[src/rtl/atari_cart_pkg.sv]
// atari_cart_pkg: shared definitions for the Atari cartridge bus reader.
//   - cartridge type codes (cart_type input encoding)
//   - controller state encoding
//   - cartridge window geometry (8K windows, 13 address bits)
//   - map_addr(): window address to flat SRAM address for one cart type
package atari_cart_pkg;

  localparam logic [7:0] CART_OFF      = 8'd0;
  localparam logic [7:0] CART_STD8K    = 8'd1;
  localparam logic [7:0] CART_STD16K   = 8'd2;
  localparam logic [7:0] CART_XEGS     = 8'd3;
  localparam logic [7:0] CART_ATARIMAX = 8'd4;

  // Each S4/S5 window is 8K, addressed by A12..A0.
  localparam int WIN_ADDR_W = 13;
  // Widest mapping is {7 bits, 1 bit, 13 bits}; callers truncate to ADDR_W.
  localparam int MAP_W      = 21;

  typedef enum logic [2:0] {
    ST_IDLE    = 3'd0,
    ST_DECODE  = 3'd1,
    ST_FETCH   = 3'd2,
    ST_DRIVE   = 3'd3,
    ST_CCTL_WR = 3'd4
  } state_t;

  // Only bank[6:0] ever reaches an address; bank[7] is the AtariMax disable.
  function automatic logic [MAP_W-1:0] map_addr(
    input logic [7:0]            ctype,
    input logic                  s5_sel,
    input logic [6:0]            bank_lo,
    input logic [WIN_ADDR_W-1:0] a
  );
    logic [MAP_W-1:0] r;
    r = '0;
    case (ctype)
      CART_STD8K:    r = {8'b0, a};
      CART_STD16K:   r = {7'b0, s5_sel, a};
      // XEGS: S5 is always the last bank; the upper layer masks to cart size.
      CART_XEGS:     r = s5_sel ? {1'b0, 7'h7F, a} : {1'b0, bank_lo, a};
      CART_ATARIMAX: r = {4'b0, bank_lo[3:0], a};
      default:       r = '0;
    endcase
    return r;
  endfunction

endpackage

[src/rtl/atari_bus_sync.sv]
// atari_bus_sync: N-bit multi-stage synchroniser with rise/fall detect on
// the synchronised copy.
//   i_clk, i_rst_n : clock, asynchronous active-low reset
//   i_async[N]     : asynchronous inputs
//   o_sync[N]      : synchronised inputs (STAGES flops deep, STAGES >= 2)
//   o_rise/o_fall  : one-cycle pulses on synchronised edges
module atari_bus_sync #(
  parameter int             N       = 1,
  parameter int             STAGES  = 2,
  parameter logic [N-1:0]   RST_VAL = '0
) (
  input  logic         i_clk,
  input  logic         i_rst_n,
  input  logic [N-1:0] i_async,
  output logic [N-1:0] o_sync,
  output logic [N-1:0] o_rise,
  output logic [N-1:0] o_fall
);

  logic [N-1:0] r_chain [STAGES];
  logic [N-1:0] r_prev;

  always_ff @(posedge i_clk or negedge i_rst_n) begin
    if (!i_rst_n) begin
      for (int i = 0; i < STAGES; i++) r_chain[i] <= RST_VAL;
      r_prev <= RST_VAL;
    end else begin
      r_chain[0] <= i_async;
      for (int i = 1; i < STAGES; i++) r_chain[i] <= r_chain[i-1];
      r_prev <= r_chain[STAGES-1];
    end
  end

  assign o_sync = r_chain[STAGES-1];
  assign o_rise = r_chain[STAGES-1] & ~r_prev;
  assign o_fall = ~r_chain[STAGES-1] & r_prev;

endmodule

[src/rtl/atari_cart_bus_reader.sv]
// atari_cart_bus_reader: Atari-side requester for the external SRAM bridge.
// Serves cartridge S4/S5 reads from SRAM, handles CCTL bank switching and
// drives RD4/RD5.
//   clk_clk, reset_reset_n   : system clock (>= 8x PHI2), async active-low reset
//   cart_type                : 0 off, 1 std 8K, 2 std 16K, 3 XEGS, 4 AtariMax
//   phi2, rw, s4_n, s5_n,
//   cctl_n, a, d_in          : Atari bus (asynchronous)
//   d_out, d_oe              : data returned to the Atari and its enable
//   rd4, rd5                 : cartridge-present lines
//   sram_addr, sram_enable,
//   sram_data, bus_driven    : SRAM bridge request/response
//   reset_d500               : clears bank state (wins over a CCTL write)
//   d500_byte                : last CCTL write data
// Optional build macro ATARI_D500_CAPTURE_EN: capture CCTL write data into
// d500_byte. Without it d500_byte is tied to 0.
//
// state      | meaning
// -----------+-----------------------------------------------------------
// IDLE       | waiting for PHI2 rising
// DECODE     | one cycle: sample a/d_in/type, pick read, CCTL or nothing
// FETCH      | SRAM request outstanding, counting SRAM_WAIT
// DRIVE      | d_out valid, d_oe high until PHI2 falls
// CCTL_WR    | waiting for PHI2 falling to apply the bank write
module atari_cart_bus_reader
  import atari_cart_pkg::*;
#(
  parameter int SYNC_STAGES = 2,
  parameter int SRAM_WAIT   = 3,
  parameter int ADDR_W      = 20
) (
  input  logic                  clk_clk,
  input  logic                  reset_reset_n,
  input  logic [7:0]            cart_type,
  input  logic                  phi2,
  input  logic                  rw,
  input  logic                  s4_n,
  input  logic                  s5_n,
  input  logic                  cctl_n,
  input  logic [WIN_ADDR_W-1:0] a,
  input  logic [7:0]            d_in,
  output logic [7:0]            d_out,
  output logic                  d_oe,
  output logic                  rd4,
  output logic                  rd5,
  output logic [ADDR_W-1:0]     sram_addr,
  output logic                  sram_enable,
  input  logic [7:0]            sram_data,
  output logic                  bus_driven,
  input  logic                  reset_d500,
  output logic [7:0]            d500_byte
);

  localparam int WAIT_W = $clog2(SRAM_WAIT + 1);

  logic [4:0] w_sync, w_rise, w_fall;
  logic       w_phi2_rise, w_phi2_fall, w_rw, w_s4_n, w_s5_n, w_cctl_n;

  // Reset values present an idle bus: PHI2 low, read, strobes inactive.
  atari_bus_sync #(
    .N       (5),
    .STAGES  (SYNC_STAGES),
    .RST_VAL (5'b11110)
  ) u_sync (
    .i_clk   (clk_clk),
    .i_rst_n (reset_reset_n),
    .i_async ({cctl_n, s5_n, s4_n, rw, phi2}),
    .o_sync  (w_sync),
    .o_rise  (w_rise),
    .o_fall  (w_fall)
  );

  assign w_phi2_rise = w_rise[0];
  assign w_phi2_fall = w_fall[0];
  assign w_rw        = w_sync[1];
  assign w_s4_n      = w_sync[2];
  assign w_s5_n      = w_sync[3];
  assign w_cctl_n    = w_sync[4];

  logic w_unused;
  assign w_unused = ^{w_sync[0], w_rise[4:1], w_fall[4:1]};

  state_t              r_state;
  logic [WAIT_W-1:0]   r_wait;
  logic [7:0]          r_bank;
  logic [7:0]          r_type;
  logic [4:0]          r_a_lo;
  logic [7:0]          r_d;
  logic                r_rw;
  logic [7:0]          r_d_out;
  logic                r_d_oe;
  logic [ADDR_W-1:0]   r_sram_addr;
  logic                r_sram_en;
  logic                r_bus_drv;

  // Decode uses the live cart_type so a type change takes effect here.
  logic             w_dis_now, w_s4_ok, w_s5_ok, w_hit_s4, w_hit_s5, w_hit;
  logic [MAP_W-1:0] w_map;

  assign w_dis_now = (cart_type == CART_ATARIMAX) && r_bank[7];
  assign w_s4_ok   = (cart_type == CART_STD16K) || (cart_type == CART_XEGS);
  assign w_s5_ok   = (cart_type != CART_OFF) && (cart_type <= CART_ATARIMAX) && !w_dis_now;
  assign w_hit_s4  = w_rw && !w_s4_n && w_s4_ok;
  assign w_hit_s5  = w_rw && !w_s5_n && w_s5_ok && !w_hit_s4;
  assign w_hit     = w_hit_s4 || w_hit_s5;
  assign w_map     = map_addr(cart_type, w_hit_s5, r_bank[6:0], a);

  // Present lines follow the type captured at the last DECODE.
  logic w_dis_q;
  assign w_dis_q = (r_type == CART_ATARIMAX) && r_bank[7];
  assign rd4 = ((r_type == CART_STD16K) || (r_type == CART_XEGS)) && !w_dis_q;
  assign rd5 = (r_type != CART_OFF) && (r_type <= CART_ATARIMAX) && !w_dis_q;

  always_ff @(posedge clk_clk or negedge reset_reset_n) begin
    if (!reset_reset_n) begin
      r_state     <= ST_IDLE;
      r_wait      <= '0;
      r_type      <= CART_OFF;
      r_a_lo      <= '0;
      r_d         <= '0;
      r_rw        <= 1'b1;
      r_d_out     <= '0;
      r_d_oe      <= 1'b0;
      r_sram_addr <= '0;
      r_sram_en   <= 1'b0;
      r_bus_drv   <= 1'b0;
    end else begin
      case (r_state)
        ST_IDLE: begin
          if (w_phi2_rise) r_state <= ST_DECODE;
        end
        ST_DECODE: begin
          r_type <= cart_type;
          r_a_lo <= a[4:0];
          r_d    <= d_in;
          r_rw   <= w_rw;
          if (w_phi2_fall) begin
            r_state <= ST_IDLE;
          end else if (w_hit) begin
            r_sram_addr <= ADDR_W'(w_map);
            r_sram_en   <= 1'b1;
            r_bus_drv   <= 1'b1;
            r_wait      <= WAIT_W'(SRAM_WAIT);
            r_state     <= ST_FETCH;
          end else if (!w_cctl_n) begin
            r_state <= ST_CCTL_WR;
          end else begin
            r_state <= ST_IDLE;
          end
        end
        ST_FETCH: begin
          // The data is sampled one cycle after SRAM_WAIT has elapsed so it
          // is already settled at the sampling edge.
          if (w_phi2_fall) begin
            r_sram_en <= 1'b0;
            r_bus_drv <= 1'b0;
            r_state   <= ST_IDLE;
          end else if (r_wait == '0) begin
            r_d_out <= sram_data;
            r_d_oe  <= 1'b1;
            r_state <= ST_DRIVE;
          end else begin
            r_wait <= r_wait - WAIT_W'(1);
          end
        end
        ST_DRIVE: begin
          if (w_phi2_fall) begin
            r_d_oe    <= 1'b0;
            r_sram_en <= 1'b0;
            r_bus_drv <= 1'b0;
            r_state   <= ST_IDLE;
          end
        end
        ST_CCTL_WR: begin
          if (w_phi2_fall) r_state <= ST_IDLE;
        end
        default: r_state <= ST_IDLE;
      endcase
    end
  end

  logic w_cctl_apply;
  assign w_cctl_apply = (r_state == ST_CCTL_WR) && w_phi2_fall;

  // AtariMax switches on any CCTL access, read or write, from the address.
  always_ff @(posedge clk_clk or negedge reset_reset_n) begin
    if (!reset_reset_n) begin
      r_bank <= '0;
    end else if (reset_d500) begin
      r_bank <= '0;
    end else if (w_cctl_apply) begin
      if (r_type == CART_XEGS && !r_rw) r_bank <= r_d;
      else if (r_type == CART_ATARIMAX) r_bank <= {r_a_lo[4], 3'b000, r_a_lo[3:0]};
    end
  end

`ifdef ATARI_D500_CAPTURE_EN
  logic [7:0] r_d500;
  always_ff @(posedge clk_clk or negedge reset_reset_n) begin
    if (!reset_reset_n) begin
      r_d500 <= '0;
    end else if (reset_d500) begin
      r_d500 <= '0;
    end else if (w_cctl_apply && !r_rw) begin
      r_d500 <= r_d;
    end
  end
  assign d500_byte = r_d500;
`else
  assign d500_byte = 8'h00;
`endif

  assign d_out       = r_d_out;
  assign d_oe        = r_d_oe;
  assign sram_addr   = r_sram_addr;
  assign sram_enable = r_sram_en;
  assign bus_driven  = r_bus_drv;

endmodule

[config.mk]
export PLATFORM = sky130hd
export DESIGN_NAME = atari_cart_bus_reader
export DESIGN_NICKNAME = d
export VERILOG_FILES = /design/src/rtl/atari_cart_pkg.sv /design/src/rtl/atari_bus_sync.sv /design/src/rtl/atari_cart_bus_reader.sv
export SDC_FILE = /design/constraint.sdc
export NUM_CORES = 1
export LEC_CHECK = 0
export BUFFER_PORTS_ARGS = -buffer_cell sky130_fd_sc_hd__clkbuf_2
export CAP_MARGIN = 20
export CORE_ASPECT_RATIO = 0.8
export CORE_UTILIZATION = 34
export CTS_CLUSTER_SIZE = 16
export DETAILED_ROUTE_END_ITERATION = 7
export SLEW_MARGIN = 20
export SYNTH_ARGS = -nofsm -noshare
export SYNTH_HDL_FRONTEND = slang
export SYNTH_SLANG_ARGS = --single-unit
export TNS_END_PERCENT = 100
[constraint.sdc]
create_clock -name clk_clk -period 1.79 [get_ports clk_clk]
set_input_delay 0.2685 -clock clk_clk [delete_from_list [all_inputs] [get_ports clk_clk]]
set_output_delay 0.2685 -clock clk_clk [all_outputs]
set_load 0.01 [all_outputs]
==> metrics.txt, run 1 <==
setup TNS=-3.89 ns; number of antenna violations at the first check in global routing=0; met3 usage=0.0350; CP required=1.52 ns; share of cells above drive strength 1=0.544; Max Slew Vio Count=0; routability congestion estimate=around 0.77; total power draw=4.90 mW; Post-synth EDFFs=0; failing checks=negative setup slack; Reg area=1910 um2; Worst setup SP type=flop; Nets=roughly 420; Int Pwr=approximately 3.6 mW; Tmin final=about 2.0 ns; area of the multi-input gates=around 1400 um2; crit-path max cell delay=0.59 ns; post-route ant nets=0; Clock Path Buffers=2; Buf+Inv Stages, Crit Path=1; vias in the first global route=2388; power per cell area=approximately 1100 nW/um2; Fmax=~0.5 GHz; IO Pins=86; WS Path Type=flop to primary output; status=finished, violations left; number of remaining DRC errors=0; H-tree levels=3; largest net degree at the start of global routing=34; RSZ-0062 raised after global routing=true; arrival time at the worst endpoint=between 1.5 and 2 ns; initial DRC count=about 90; CP Capture Type=primary output; DP Cell Count=485; CORE AREA=9690 um2; Die ar.=10500 um2; Die Y=about 92 um; first-pass GRT wire length=between 10000 and 15000 um; commonest cells after routing, fill and taps aside=clkbuf_2, dfrtp_1, mux2_2; CTS buffer count=9; clock network power share=0.343; Total GRT Usage=0.152; Syn. warnings=0; GR Util met1=0.220; worst hold-check path type=input port to flop; switching part of the total=0.269; Initial Util=0.353; Crit Path Max Fanout=3; GRT busiest layer=met1; layout overhead on the synthesized area=35.8%; combinational group share of total power=0.194; Vias=2347; Syn Std Cell Area=about 3400 um2; crit path cell chain=or4_4 -> nor4b_4 -> buf_2; PortBufs=just under 80; CTS tree=yes; register share of total power=0.463; Pleak=2.24 nW; Fillers=around 900; post-route clock skew=~0.007 ns; Diodes inserted=0; Max Cap Violations=0; highest-delay cell along the critical path=or4_4; synth unique cells=51; setup violators final=30; commonest non-fill, non-tap cell in the layout=clkbuf_2; part of the Yosys area used for sequential elements=0.560; final worst slack=-0.235 ns; Final Hold Vio Count=0; FP Rows=32; Async S/R FF share, synth=1.00; post-route insts no fill=between 500 and 600; DR vias/cell=4.59; Root Buffer=clkbuf_16; clk_lat worst skew=0.33 ns; total grt overflow=0; drt pass-1 iters=4; Psw=approximately 1.3 mW; Die X=around 110 um; Crit path max-delay family=simple AND/OR/NAND/NOR gates; HPWL Detailed=approximately 5200 um; aggregate routed wire length=~7400 um; wire per inst=approximately 14 um; peak supply drop=approximately 500 uV; period utilisation layout=1.13; Yosys reg bits=76; met2 usage=0.216; Gate Count Post-Synth=between 200 and 300; ys flop type=dfrtp_1; clk slew on worst S/H paths=around 0.060 ns; TritonCTS sink count=76; Post-Syn Area per Cell=~13 um2
cells by family (layout without fill, tap and decap cells):
kind of cell	count (synthesis)	in the layout	synth area share
compound gates	36	36	0.0813
fa+ha+maj	1	1	0.00366
buf+inv	28	142	0.0458
flops	76	76	0.560
mux	60	60	0.207
other cells	1	8	0.00110
simple gates	52	52	0.102
final cells by class:
type | count | area share
inverter | 11 | 0.00890
clock buffer | 11 | 0.0523
clock inverter | 5 | 0.00782
tap | 136 | 0.0367
sequential | 76 | 0.412
multi-input combinational | 157 | 0.312
timing repair buffer | 115 | 0.170
routing by layer:
metal | vias to the layer above | wire (um) | part of all wire
li1 | 1121 | - | -
met1 | 1156 | 3650 | 0.49
met2 | 57 | 3250 | 0.44
met3 | 13 | 332 | 0.045
met4 | 0 | 144 | 0.020
met5 | - | 0 | 0
power groups by stage:
stage               logic, mW  clock network [mW]  registers (mW)
floorplan               0.522                   0            2.27
detailed placement      0.858                   0            2.28
finish                  0.948                1.68            2.27
global route             1.04                1.80            2.31
global placement        0.833                   0            2.28
CTS                     0.916                1.72            2.27
sequential cells by signal, summed over array words and instances (netlist names):
name            cells
r_a_lo              5
u_sync.o_sync       5
u_sync.r_chain      5
u_sync.r_prev       1
r_bank              8
d_out               8
d_oe                1
bus_driven          1
r_wait              2
r_type              8
r_rw                1
sram_addr          20
r_d                 8
r_state             3
synth_stat cells (3+ instances only):
cell	n	area share
nand2b_1	13	0.024
mux2_2	36	0.12
nor2_1	8	0.0088
mux2_4	12	0.053
buf_4	9	0.020
inv_1	11	0.012
dfrtp_1	67	0.49
nand3_1	3	0.0044
dfstp_2	9	0.069
mux2i_1	12	0.035
o21ai_0	11	0.016
a21oi_1	5	0.0073
nor3_1	3	0.0044
a22o_1	3	0.0077
nand2_1	4	0.0044
clkbuf_1	4	0.0044
timing repair:
item,CTS,global route
endpoints found under the setup margin,29,33
hold buffers,1,0
pin swaps,8,4
setup buffers,5,3
resized for setup,15,11
gates cloned,1,1
endpoints found under the hold margin,31,0
through the flow:
stage / instance area [um2] / hold slack (ns) / worst slack (ns) / utilization
after floorplan: 3440 / -0.0271 / -0.0242 / -
after detailed placement: 4140 / 0.241 / -0.203 / 0.427
after CTS: 4570 / 0.00496 / -0.245 / 0.472
final: 4640 / 0.0164 / -0.235 / 0.479
after global routing: 4640 / 0.00682 / -0.280 / 0.479
after global placement: 4140 / 0.244 / -0.179 / 0.427
worst paths after layout:
check	startpoint	end	slack, ns	cells past startpoint
setup / recovery	r_type[7]	rd4	-0.23	3
hold / removal	s4_n	u_sync.r_chain[7]	0.02	1
setup reg to reg	r_type[7]	r_bank[0]	-0.20	7
hold reg to reg	u_sync.r_chain[5]	u_sync.o_sync[0]	0.35	0
max in group asynchronous	reset_reset_n	u_sync.r_chain[9]	0.79	3
min in group asynchronous	reset_reset_n	sram_addr[10]	0.42	2
Note: power is estimated with default switching activity, not from simulation.
==> run 2, diff against run 1 <==
--- a/config.mk
+++ b/config.mk
@@ -8,6 +8,7 @@
 export BUFFER_PORTS_ARGS = -buffer_cell sky130_fd_sc_hd__clkbuf_2
 export CAP_MARGIN = 20
 export CORE_ASPECT_RATIO = 0.8
+export CORE_MARGIN = 3
 export CORE_UTILIZATION = 34
 export CTS_CLUSTER_SIZE = 16
 export DETAILED_ROUTE_END_ITERATION = 7
==> run 2 against run 1 <==
  * The flow still finishes with violations (negative setup slack)
  * Hold slack about the same
  * Die area increased by 8.0%
  * Wire length decreased by 0.57%
  * Fmax increased by 0.83%
  * Sequential cell count unchanged
  * Sequential share of layout area increased by 0.089 points
  * First-iteration DRC count decreased by 25%
  * Register-to-register slack improved by 0.10 ns
  * Largest cell class unchanged
  * Largest power group unchanged
==> metrics.txt, run 2 (same netlist as run 1, synthesis figures left out) <==
status=finished, violations left; failing checks=negative setup slack; post-route clock skew=0.00574 ns (-0.00120 ns); arrival time at the worst endpoint=1.74 ns (-0.02 ns); CTS buffer count=9 (unchanged); max FFs per register=20 (unchanged); largest net degree at the start of global routing=38 (+12%); initial DRC count=67 (-25%); Die ar.=11300 um2 (+8.0%); layout overhead on the synthesized area=35.5%; H-tree levels=3 (unchanged); Pleak=2.24 nW (-0.24%); Root Buffer=clkbuf_16; CP Capture Type=primary output; post-route cell area=4630 um2 (-0.22%); FP Rows=32 (unchanged); Diodes inserted=0 (unchanged); WS Path Type=flop to primary output; first-pass GRT wire length=12300 um (+0.62%); Worst setup SP type=flop; Die Y=95.7 um (+4.4%); Initial Util=0.351 (-0.00145); Layout Utilization=0.476 (-0.00300); Crit Path Max Fanout=3 (unchanged); share of cells above drive strength 1=0.539 (-0.00513); Final Hold Vio Count=0 (unchanged); Vias=2323 (-1.0%); routability congestion estimate=0.790 (+3.0%); crit path cell chain=or4_4 -> nor4b_4 -> buf_2; Max Slew Vio Count=0 (unchanged); worst-margin pin slew=0.513 ns; RSZ-0062 raised after global routing=true; commonest cells after routing, fill and taps aside=clkbuf_2, dfrtp_1, mux2_2; DP Area=4180 um2 (+1.0%); Total GRT Usage=0.140 (-0.0115); clk slew on worst S/H paths=0.06 ns (about the same); final worst slack=-0.218 ns (+0.0166 ns); worst hold-check path type=input port to flop; highest-delay cell along the critical path=or4_4; Fillers=867 (-1.1%); vias in the first global route=2363 (-1.0%); commonest non-fill, non-tap cell in the layout=clkbuf_2; crit-path max cell delay=0.59 ns (about the same); CORE AREA=9730 um2 (+0.41%); Die X=118 um (+3.5%); aggregate routed wire length=7330 um (-0.57%); DR vias/cell=4.56 (-0.63%); wire per inst=14.4 um (-0.18%); Max Cap Violations=0 (unchanged); setup violators final=24 (-20%); Clock Path Buffers=2 (unchanged); Fmax=0.498 GHz (+0.83%); PortBufs=77 (unchanged); period utilisation layout=1.12 (-0.00926); Tmin final=2.01 ns (-0.0166 ns); drt pass-1 iters=4 (unchanged); Max transition margin=0.658; HPWL Detailed=5550 um (+6.3%); post-route ant nets=0 (unchanged); CP required=1.52 ns (about the same); power per cell area=1120 nW/um2 (+5.8%); Nets=414 (-0.48%); CTS tree=yes; total grt overflow=0 (unchanged); clk_lat worst skew=0.33 ns (about the same); IO Pins=86 (unchanged); number of antenna violations at the first check in global routing=0 (unchanged); total power draw=5.17 mW (+5.6%); TritonCTS sink count=76 (unchanged); peak supply drop=556 uV (+10%); number of remaining DRC errors=0 (unchanged)
## run 2: worst paths after layout
check | start | end | slack [ns] | cells past startpoint
setup / recovery | r_type[7] | rd4 | -0.22 | 3
hold / removal | s5_n | u_sync.r_chain[8] | 0.02 | 1
setup reg to reg | r_type[7] | r_bank[3] | -0.10 | 6
hold reg to reg | u_sync.r_chain[5] | u_sync.o_sync[0] | 0.34 | 0
max in group asynchronous | reset_reset_n | u_sync.r_chain[9] | 0.75 | 3
min in group asynchronous | reset_reset_n | sram_addr[7] | 0.47 | 2
## run 2: area by class of cell
cell class	instances	area [um2]	area share
flip-flops and latches	76	1910	0.413
clock inverters	3	68.8	0.0149
repair buffers	113	722	0.156
multi-input cells	157	1450	0.314
well taps	136	170	0.0368
clock buffers	13	260	0.0562
inverters	11	41.3	0.00892
## run 2: timing repair
action,CTS,global route
endpoints found under the hold margin,29,0
pin swaps,3,3
resized for setup,12,5
buffers inserted,3,0
setup endpoints to repair,30,31
hold buffers,1,0
## run 2: metrics by stage
step | TNS, ns | hold slack, ns | worst slack [ns] | std cells
after floorplan | -0.278 | -0.0271 | -0.0242 | 261
after global placement | -1.88 | 0.273 | -0.102 | 489
after detailed placement | -2.83 | 0.283 | -0.138 | 489
after CTS | -1.90 | 0.00832 | -0.210 | 509
after global routing | -3.46 | 0.00830 | -0.257 | 509
final | -1.73 | 0.0163 | -0.218 | 509
## run 2: layer usage
metal | GRT usage | part of all wire | up-vias
li1 | - | - | 1127
met4 | 0.0498 | 0.014 | 0
met2 | 0.213 | 0.45 | 52
met5 | 0 | 0 | -
met1 | 0.192 | 0.49 | 1136
met3 | 0.0409 | 0.043 | 8
## run 2: power breakdown
group	leakage, nW	switching (mW)	internal, mW	total [mW]
clock network	0.160	0.668	1.30	1.97
registers	0.915	0.211	2.06	2.27
logic	1.16	0.405	0.524	0.929
total	2.24	1.28	3.89	5.17
## run 2: critical path, delay by kind of cell, from the launching register on
| family | cells | cell delay, ns |
|---|---|---|
| buf+inv | 1 | 0.18 |
| simple gates | 2 | 0.85 |
| flops | 1 | 0.38 |
==> run 3, diff against run 2 <==
==> constraint.sdc (replaced) <==
create_clock -name clk_clk -period 1.79 [get_ports clk_clk]
set_input_delay 0.179 -clock clk_clk [delete_from_list [all_inputs] [get_ports clk_clk]]
set_output_delay 0.179 -clock clk_clk [all_outputs]
set_load 0.01 [all_outputs]
==> run 3 against run 2 <==
  * Largest cell class unchanged
  * The flow still finishes with violations (negative setup slack)
  * Fmax is 6.0% higher
  * Design area fell by 0.84%
  * Combinational power about the same
  * Sequential cell count stayed put
  * First-iteration DRC count up 13%
==> metrics.txt, run 3 (same netlist as run 1, synthesis figures left out) <==
status=finished, violations left; failing checks=negative setup slack; Layout Utilization=0.472 (-0.00399); vias in the first global route=2421 (+2.5%); worst hold-check path type=input port to flop; HPWL Detailed=5350 um (-3.6%); Root Buffer=clkbuf_16; TritonCTS sink count=76 (unchanged); FP Rows=32 (unchanged); IO Pins=86 (unchanged); share of cells above drive strength 1=0.535 (-0.00393); post-route ant nets=0 (unchanged); CORE AREA=9730 um2 (unchanged); Worst setup SP type=flop; largest net degree at the start of global routing=45 (+18%); CP Capture Type=primary output; setup TNS=-1.17 ns (+0.564 ns); commonest cells after routing, fill and taps aside=clkbuf_2, dfrtp_1, mux2_2; DP Cell Count=484 (-1.0%); initial DRC count=76 (+13%); PortBufs=77 (unchanged); WS Path Type=flop to primary output; Pleak=2.21 nW (-0.91%); wire per inst=14.3 um (-0.95%); Max Cap Violations=0 (unchanged); Die Y=95.7 um (unchanged); final worst slack=-0.104 ns (+0.114 ns); power per cell area=1080 nW/um2 (-3.1%); clk_lat worst skew=0.33 ns (about the same); total grt overflow=0 (unchanged); H-tree levels=3 (unchanged); peak supply drop=664 uV (+20%); Die ar.=11300 um2 (unchanged); Setup WS pre-CTS=-0.118 ns (+0.0196 ns); drt pass-1 iters=4 (unchanged); number of remaining DRC errors=0 (unchanged); Total GRT Usage=0.137 (-0.00312); Initial Util=0.351 (unchanged); first-pass GRT wire length=12100 um (-1.3%); Vias=2321 (-0.086%); Die X=118 um (unchanged); CP required=1.61 ns (+0.09 ns); layout overhead on the synthesized area=34.3%; Crit Path Max Fanout=3 (unchanged); arrival time at the worst endpoint=1.72 ns (-0.02 ns); RSZ-0062 raised after global routing=true; post-route insts no fill=508 (-0.20%); total power draw=4.97 mW (-3.9%); setup violators final=23 (-4.2%); clk slew on worst S/H paths=0.06 ns (about the same); Final Hold Vio Count=0 (unchanged); Diodes inserted=0 (unchanged); routability congestion estimate=0.808 (+2.3%); Tmin final=1.89 ns (-0.114 ns); Fmax=0.528 GHz (+6.0%); number of antenna violations at the first check in global routing=0 (unchanged); aggregate routed wire length=7240 um (-1.1%); CTS buffer count=9 (unchanged); Nets=413 (-0.24%); Clock Path Buffers=2 (unchanged); commonest non-fill, non-tap cell in the layout=clkbuf_2; period utilisation layout=1.06 (-0.0638); Max Slew Vio Count=0 (unchanged); CTS tree=yes; post-route clock skew=0.00781 ns (+0.00207 ns); max FFs per register=20 (unchanged); DR vias/cell=4.57 (+0.11%)
run 3: cell types whose count changed in the layout (fill, tap and decap cells not counted), sizes merged:
cell	change
buf	-6
dlygate4sd3	+5
inv	+1
clkbuf	-4
bufinv	-1
clkinv	+3
clkinvlp	+1
run 3: final timing paths:
path | start | cells past startpoint | slack [ns] | to
max in group asynchronous | reset_reset_n | 3 | 0.82 | u_sync.r_chain[9]
min in group asynchronous | reset_reset_n | 2 | 0.33 | sram_addr[7]
worst min-delay path | a[5] | 2 | 0.07 | sram_addr[5]
worst min register to register | u_sync.r_chain[5] | 0 | 0.35 | u_sync.o_sync[0]
worst max-delay path | r_type[7] | 3 | -0.10 | rd4
worst max register to register | r_type[7] | 6 | -0.07 | r_bank[3]
run 3: through the flow:
| step | cell area [um2] | hold slack [ns] |
|---|---|---|
| finish | 4590 | 0.0747 |
| global placement | 4130 | 0.153 |
| global route | 4590 | 0.0638 |
| CTS | 4560 | 0.0588 |
| floorplan | 3440 | -0.117 |
| detailed placement | 4130 | 0.154 |
run 3: repair_timing:
item	4_1_cts	5_1_grt
resized for setup	10	9
setup buffers	2	0
endpoints found under the setup margin	30	31
hold endpoints to repair	37	0
hold buffers	6	0
pin swaps	3	5
run 3: report_power, final:
part | switching (mW) | internal (mW) | leakage (nW)
Combinational | 0.406 | 0.521 | 1.15
Clock | 0.694 | 1.07 | 0.145
Sequential | 0.210 | 2.06 | 0.915
Total | 1.31 | 3.66 | 2.21
run 3: final cells by class:
type	count	area, um2
Multi-Input combinational cell	157	1460
Inverter	11	41.3
Fill cell	871	5140
Clock buffer	9	225
Timing Repair Buffer	112	714
Tap cell	136	170
Clock inverter	7	66.3
Sequential cell	76	1910
run 3: worst max-delay path, cell delays in order, from the launching register on:
cell and delay [ns]:
dfrtp_1 0.38, or4_4 0.58, nor4b_4 0.25, buf_2 0.18
run 3: layer usage:
layer  vias to the layer above  part of all wire  global-route usage
li1                       1124                 -                   -
met1                      1130              0.50               0.185
met2                        58              0.44               0.206
met3                         9             0.050              0.0415
met4                         0             0.012              0.0556
met5                         -                 0                   0
